===== src/rtl/riscv_prog_loader.sv =====
// Byte-stream program loader: parses I/D/G records, writes core memory, runs the core and times the run.
// Define LOADER_DUMP_EN to stream DUMP_LEN data-memory words back out after each run.
module riscv_prog_loader #(
  parameter int unsigned RST_CYCLES = 9,
  parameter logic [15:0] DUMP_BASE  = 16'h0000,
  parameter int unsigned DUMP_LEN   = 16,
  parameter int unsigned MEM_RD_LAT = 1
) (
  input  logic        clk,
  input  logic        rst,
  input  logic        in_valid,
  input  logic [7:0]  in_byte,
  output logic        in_ready,
  output logic        test_normal,
  output logic        ext_inst_we,
  output logic        ext_data_we,
  output logic [15:0] ext_addr,
  output logic [15:0] ext_data,
  output logic        cpu_rst,
  input  logic        done,
  input  logic [15:0] mem_out,
  output logic [31:0] run_cycles,
  output logic        run_valid,
  output logic        busy,
  output logic        err,
  output logic        out_valid,
  output logic [7:0]  out_byte,
  input  logic        out_ready
);

  typedef enum logic [3:0] {
    IDLE = 4'd0, ADDR_H = 4'd1, ADDR_L = 4'd2, DATA_H = 4'd3, DATA_L = 4'd4,
    WRITE = 4'd5, RST_HOLD = 4'd6, RUN = 4'd7, FIN = 4'd8
`ifdef LOADER_DUMP_EN
    , DUMP_ADDR = 4'd9, DUMP_WAIT = 4'd10, DUMP_HI = 4'd11, DUMP_LO = 4'd12
`endif
  } state_e;

  localparam logic [7:0] CMD_I = 8'h49;
  localparam logic [7:0] CMD_D = 8'h44;
  localparam logic [7:0] CMD_G = 8'h47;

  state_e      state_q, state_d;
  logic        is_inst_q, is_inst_d;
  logic [7:0]  hold_q, hold_d;
  logic        in_ready_q, in_ready_d;
  logic        test_normal_q, test_normal_d;
  logic        inst_we_q, inst_we_d;
  logic        data_we_q, data_we_d;
  logic [15:0] addr_q, addr_d;
  logic [15:0] data_q, data_d;
  logic        cpu_rst_q, cpu_rst_d;
  logic [31:0] run_cycles_q, run_cycles_d;
  logic        run_valid_q, run_valid_d;
  logic        busy_q, busy_d;
  logic        err_q, err_d;
  logic        accept_s;
`ifdef LOADER_DUMP_EN
  logic [8:0]  idx_q, idx_d;
  logic [7:0]  wait_q, wait_d;
  logic [7:0]  lo_q, lo_d;
  logic        out_valid_q, out_valid_d;
  logic [7:0]  out_byte_q, out_byte_d;
`endif

  assign accept_s = in_valid && in_ready_q;

  // Next-state and next-output computation for the whole loader.
  always_comb begin
    state_d       = state_q;
    is_inst_d     = is_inst_q;
    hold_d        = hold_q;
    test_normal_d = test_normal_q;
    inst_we_d     = 1'b0;
    data_we_d     = 1'b0;
    addr_d        = addr_q;
    data_d        = data_q;
    cpu_rst_d     = cpu_rst_q;
    run_cycles_d  = run_cycles_q;
    run_valid_d   = run_valid_q;
    err_d         = err_q;
`ifdef LOADER_DUMP_EN
    idx_d         = idx_q;
    wait_d        = wait_q;
    lo_d          = lo_q;
    out_valid_d   = out_valid_q;
    out_byte_d    = out_byte_q;
`endif
    case (state_q)
      IDLE: begin
        if (accept_s) begin
          if ((in_byte == CMD_I) || (in_byte == CMD_D)) begin
            is_inst_d     = (in_byte == CMD_I);
            cpu_rst_d     = 1'b0;
            test_normal_d = 1'b1;
            state_d       = ADDR_H;
          end else if (in_byte == CMD_G) begin
            run_valid_d   = 1'b0;
            test_normal_d = 1'b0;
            cpu_rst_d     = 1'b0;
            hold_d        = 8'(RST_CYCLES);
            state_d       = RST_HOLD;
          end else begin
            err_d = 1'b1;
          end
        end else begin
          state_d = IDLE;
        end
      end
      ADDR_H: begin
        if (accept_s) begin addr_d[15:8] = in_byte; state_d = ADDR_L; end
        else begin state_d = ADDR_H; end
      end
      ADDR_L: begin
        if (accept_s) begin addr_d[7:0] = in_byte; state_d = DATA_H; end
        else begin state_d = ADDR_L; end
      end
      DATA_H: begin
        if (accept_s) begin data_d[15:8] = in_byte; state_d = DATA_L; end
        else begin state_d = DATA_H; end
      end
      DATA_L: begin
        if (accept_s) begin
          data_d[7:0] = in_byte;
          inst_we_d   = is_inst_q;
          data_we_d   = !is_inst_q;
          state_d     = WRITE;
        end else begin
          state_d = DATA_L;
        end
      end
      WRITE: state_d = IDLE;
      RST_HOLD: begin
        // The counter starts at RST_CYCLES, so cpu_rst is low for exactly that many cycles.
        if (hold_q <= 8'd1) begin
          cpu_rst_d    = 1'b1;
          run_cycles_d = 32'd0;
          state_d      = RUN;
        end else begin
          hold_d = hold_q - 8'd1;
        end
      end
      RUN: begin
        if (done) begin
          run_valid_d = 1'b1;
          state_d     = FIN;
        end else if (run_cycles_q != 32'hFFFF_FFFF) begin
          run_cycles_d = run_cycles_q + 32'd1;
        end else begin
          run_cycles_d = run_cycles_q;
        end
      end
`ifdef LOADER_DUMP_EN
      FIN: begin
        test_normal_d = 1'b1;
        idx_d         = 9'd0;
        addr_d        = DUMP_BASE;
        state_d       = DUMP_ADDR;
      end
      DUMP_ADDR: begin
        wait_d  = 8'(MEM_RD_LAT);
        state_d = DUMP_WAIT;
      end
      DUMP_WAIT: begin
        if (wait_q <= 8'd1) begin
          out_valid_d = 1'b1;
          out_byte_d  = mem_out[15:8];
          lo_d        = mem_out[7:0];
          state_d     = DUMP_HI;
        end else begin
          wait_d = wait_q - 8'd1;
        end
      end
      DUMP_HI: begin
        if (out_ready) begin out_byte_d = lo_q; state_d = DUMP_LO; end
        else begin state_d = DUMP_HI; end
      end
      DUMP_LO: begin
        if (out_ready) begin
          out_valid_d = 1'b0;
          if (idx_q == 9'(DUMP_LEN - 1)) begin
            state_d = IDLE;
          end else begin
            idx_d   = idx_q + 9'd1;
            addr_d  = DUMP_BASE + 16'(idx_q) + 16'd1;
            state_d = DUMP_ADDR;
          end
        end else begin
          state_d = DUMP_LO;
        end
      end
`else
      FIN: state_d = IDLE;
`endif
      default: state_d = IDLE;
    endcase
    in_ready_d = (state_d inside {IDLE, ADDR_H, ADDR_L, DATA_H, DATA_L});
    busy_d     = (state_d != IDLE);
  end

  // State and output registers; the async reset pulls the core back into reset immediately.
  always_ff @(posedge clk or negedge rst) begin
    if (!rst) begin
      state_q       <= IDLE;
      is_inst_q     <= 1'b0;
      hold_q        <= 8'd0;
      in_ready_q    <= 1'b1;
      test_normal_q <= 1'b1;
      inst_we_q     <= 1'b0;
      data_we_q     <= 1'b0;
      addr_q        <= 16'd0;
      data_q        <= 16'd0;
      cpu_rst_q     <= 1'b0;
      run_cycles_q  <= 32'd0;
      run_valid_q   <= 1'b0;
      busy_q        <= 1'b0;
      err_q         <= 1'b0;
`ifdef LOADER_DUMP_EN
      idx_q         <= 9'd0;
      wait_q        <= 8'd0;
      lo_q          <= 8'd0;
      out_valid_q   <= 1'b0;
      out_byte_q    <= 8'd0;
`endif
    end else begin
      state_q       <= state_d;
      is_inst_q     <= is_inst_d;
      hold_q        <= hold_d;
      in_ready_q    <= in_ready_d;
      test_normal_q <= test_normal_d;
      inst_we_q     <= inst_we_d;
      data_we_q     <= data_we_d;
      addr_q        <= addr_d;
      data_q        <= data_d;
      cpu_rst_q     <= cpu_rst_d;
      run_cycles_q  <= run_cycles_d;
      run_valid_q   <= run_valid_d;
      busy_q        <= busy_d;
      err_q         <= err_d;
`ifdef LOADER_DUMP_EN
      idx_q         <= idx_d;
      wait_q        <= wait_d;
      lo_q          <= lo_d;
      out_valid_q   <= out_valid_d;
      out_byte_q    <= out_byte_d;
`endif
    end
  end

  assign in_ready    = in_ready_q;
  assign test_normal = test_normal_q;
  assign ext_inst_we = inst_we_q;
  assign ext_data_we = data_we_q;
  assign ext_addr    = addr_q;
  assign ext_data    = data_q;
  assign cpu_rst     = cpu_rst_q;
  assign run_cycles  = run_cycles_q;
  assign run_valid   = run_valid_q;
  assign busy        = busy_q;
  assign err         = err_q;
`ifdef LOADER_DUMP_EN
  assign out_valid   = out_valid_q;
  assign out_byte    = out_byte_q;
`else
  // Without the dump path the read-back inputs and dump settings have no consumer.
  logic unused_s;
  assign unused_s  = ^{out_ready, mem_out, DUMP_BASE, 16'(DUMP_LEN), 16'(MEM_RD_LAT)};
  assign out_valid = 1'b0;
  assign out_byte  = 8'd0;
`endif

endmodule

===== config.mk =====
export PLATFORM = sky130hd
export DESIGN_NAME = riscv_prog_loader
export DESIGN_NICKNAME = d
export VERILOG_FILES = /design/src/rtl/riscv_prog_loader.sv
export SDC_FILE = /design/constraint.sdc
export NUM_CORES = 1
export LEC_CHECK = 0
export BUFFER_PORTS_ARGS = -buffer_cell sky130_fd_sc_hd__buf_2
export CORE_ASPECT_RATIO = 0.75
export CORE_MARGIN = 1.5
export CORE_UTILIZATION = 48
export DETAILED_ROUTE_END_ITERATION = 16
export PLACE_DENSITY = 0.73
export SLEW_MARGIN = 20
export SYNTH_ARGS = -nofsm -noshare
export SYNTH_HDL_FRONTEND = slang
export SYNTH_SLANG_ARGS = --single-unit
export TNS_END_PERCENT = 5

===== constraint.sdc =====
create_clock -name clk -period 2.1 [get_ports clk]
set_input_delay 0.105 -clock clk [delete_from_list [all_inputs] [get_ports clk]]
set_output_delay 0.105 -clock clk [all_outputs]
set_load 0.01 [all_outputs]

==> summary.txt <==
Outcome
  – Outcome: completed

Timing
  – Least-Margin Pin Slew: 661.4 ps
  – Final worst-path cycle share: 99.27%
  – RSZ-0062 raised after global routing: yes
  – PnR worst setup slack: 15.26 ps
  – Fmax: 479.7 MHz
  – Relative slew slack: 55.91%
  – Skew final: 5.114 ps
  – Final Hold Viols: 0
  – Final setup vio count: 0
  – Post-route minimum period: 2085 ps
  – Final Max Tran Viols: 0

Floorplan
  – Row cnt: 30
  – Chip Height: 86.59 um
  – DIE AREA: 9910 um^2
  – Die width: 114.5 um
  – Initial Util: 49.43%
  – I/O pins: 110
  – Placeable Area: 9046 um^2

Drt
  – Post-DR vias/cell: 5.787
  – Drt total wl: 11,790 um
  – Vias: 4,022
  – Detail Route Antenna Nets: 0
  – Initial DRC count: 359
  – Drt pass-1 iters: 5
  – Post-route DRC: 0
  – DR WL/cell: 16.96 um

Global routing
  – Number of global-route vias before repair: 3,708
  – Initial antenna violation count: 0
  – GR Util All Layers: 24.78%
  – M2 GR Usage: 36.04%
  – Grt met3 use: 6.014%
  – Global routing's busiest layer: met1
  – Grt ovf: 0
  – Pin count of the biggest net entering global routing: 50
  – First-pass GRT wire length: 19,000 um
  – Met1 global-route usage: 36.52%

Logic synthesis
  – Register area share after synthesis: 47.62%
  – Syn_area_per_cell: 10.19 um^2
  – Yosys reg bits: 85
  – Synth top area share: 46.45%
  – Most area-consuming cells after synthesis: dfrtp_1 46%, mux2_2 8.1%, o31ai_1 5.2%
  – Async set-reset flop share out of synthesis: 100.0%
  – YS warnings: 0
  – Unique masters post-synth: 57
  – Synth Flop Type: dfrtp_1
  – Synthesized area: 4472 um^2
  – EDFF count, synth: 0
  – Cell taking the most area after synthesis: dfrtp_1
  – Post-Syn Instances: 439

Finish
  – Final-layout fill cell count: 747
  – Sequential cell area: 2131 um^2
  – Multi-input logic area: 2182 um^2
  – Share of layout cells above drive strength 1: 37.21%
  – Synth-to-Final Area Change: 27.62%
  – Fin nets: 594
  – ANT cells: 0

Worst setup path
  – Family with the most delay on the worst path: simple AND/OR/NAND/NOR gates
  – Kind of critical path: reg -> reg
  – Reg2Reg Launch Point: run_cycles[0]$_DFFE_PN0P_
  – Cell at the slowest stage of the critical path: or4_1
  – Worst path max stage delay: 420 ps
  – Cell count of the worst reg-to-reg path: 7
  – Worst path arrival time: 2340 ps
  – Worst path depth: 7
  – R2R Setup Slk: 20 ps
  – CP Launch Point: run_cycles[0]$_DFFE_PN0P_
  – CP endpoint: run_cycles[28]$_DFFE_PN0P_
  – Setup crit end kind: register
  – Crit path max fanout: 14
  – Critical path buffer and inverter count: 1
  – R2r endpoint: run_cycles[28]$_DFFE_PN0P_
  – Required time worst endpoint: 2360 ps
  – CP Cell Sequence: ha_1 > nand4_1 > nor3_1 > buf_4 > nand4b_1 > or4_1 > a21oi_1
  – Startpoint Class: register

Placement
  – HPWL Detailed: 8293 um
  – Port Buffers: 83
  – Placement Setup Slack: 30.71 ps
  – GP Congestion: 0.9065

CTS
  – Clk sinks: 85
  – Clock root buffer: clkbuf_16
  – CTS tree: done
  – Clock transition at the registers of the reported paths: 60 ps
  – Total CTS buffers: 9
  – Clock latency on the worst-skew pair: 340 ps
  – H-Tree Level Count: 3
  – Longest Clk Path Bufs: 2

Min path
  – Hold path startpoint: in_byte[6]
  – Worst hold path class: in -> reg

Power and ir drop
  – Worst VDD drop: 0.7249 mV
  – PwrDens: 1356 nW/um^2
  – LEAKAGE: 2.564 nW
  – Power, Total: 7.737 mW

Flow run
  – # Max-Cap Violations: 0
-- cell usage after synthesis, types with 9 or more instances --
cell,instances
nor4_1,11
o21ai_0,18
clkbuf_1,10
inv_1,17
nor2_1,26
a21oi_1,15
a31oi_1,9
or4_1,14
nor3_1,9
dfrtp_1,83
nand4_1,11
nand3_1,19
buf_4,11
o31ai_1,31
nand2_1,28
mux2_2,32
-- stage by stage --
stage	cells	utilization, %	instance area [um^2]	setup TNS [ps]	hold slack (ps)
6_report	695	63.08	5707	0	82.82
5_1_grt	695	63.08	5707	-545.9	80.33
4_1_cts	695	62.20	5627	0	73.54
3_5_place_dp	678	58.60	5301	0	184.8
3_3_place_gp	678	58.60	5301	0	180.1
2_1_floorplan	447	-	4502	0	-190.6
-- logic make-up after synthesis --
kind of cell / Yosys count / share of synthesized area [%]
simple gates: 171 / 22.50
compound gates: 88 / 12.82
flops: 85 / 47.62
buf+inv: 49 / 6.044
mux: 35 / 8.730
xor+xnor: 7 / 1.371
fa+ha+maj: 3 / 0.8395
other cells: 1 / 0.08386
-- layout make-up --
cell class	count	share of cell area, %
inverter	17	1.118
sequential	85	37.34
multi-input combinational	313	38.24
tap	128	2.806
timing repair buffer	136	15.06
clock inverter	6	1.250
clock buffer	10	4.188
-- state kept, by name, indices dropped and copies added, names as in the netlist --
name,cells
busy,1
ext_addr,16
test_normal,1
ext_data_we,1
ext_inst_we,1
err,1
ext_data,16
cpu_rst,1
state_q,4
in_ready,1
is_inst_q,1
hold_q,8
run_cycles,32
run_valid,1
-- how the worst min path moves through the flow --
stage	end	slack, ps	cells past startpoint
finish	ext_addr[14]$_DFFE_PN0P_	80	2
global placement	ext_addr[12]$_DFFE_PN0P_	180	1
floorplan	busy$_DFF_PN0_	-190	0
CTS	ext_addr[14]$_DFFE_PN0P_	70	2
global route	ext_addr[14]$_DFFE_PN0P_	80	2
detailed placement	ext_addr[12]$_DFFE_PN0P_	180	1
-- placed cells by master, fill, tap and decap left out, drive strengths merged, types with 5 or more instances in the layout --
| master | netlist | routed |
|---|---|---|
| buf | 22 | 135 |
| dfrtp | 83 | 83 |
| mux2 | 32 | 32 |
| o31ai | 31 | 31 |
| nand2 | 28 | 28 |
| nor2 | 27 | 27 |
| nand3 | 19 | 19 |
| o21ai | 18 | 18 |
| inv | 17 | 18 |
| a21oi | 15 | 15 |
| or4 | 15 | 15 |
| nor4 | 12 | 12 |
| nand4 | 11 | 11 |
| nor3 | 11 | 11 |
| clkbuf | 10 | 10 |
| a31oi | 9 | 9 |
| conb | 1 | 9 |
| xnor2 | 7 | 7 |
| or3 | 7 | 7 |
| and3 | 6 | 6 |
| nand2b | 5 | 5 |
-- report_power, final --
| group | internal (mW) | switching (mW) | total [mW] |
|---|---|---|---|
| Combinational | 1.55 | 1.65 | 3.20 |
| Clock | 0.961 | 0.653 | 1.61 |
| Sequential | 2.35 | 0.563 | 2.92 |
-- per-layer routing --
metal  share of wire [%]  up-vias
met2                  45      161
met1                  46     1980
met3                 7.4       16
met5                   0        -
met4                 1.4        0
li1                    -     1865
-- timing repair --
action	CTS	global route
pin swaps	0	1
gates resized for setup	1	19
hold buffers	1	0
endpoints found under the hold margin	45	0
endpoints found under the setup margin	3	57
setup buffers	0	0
No activity file was read; power rests on OpenSTA's default activity.
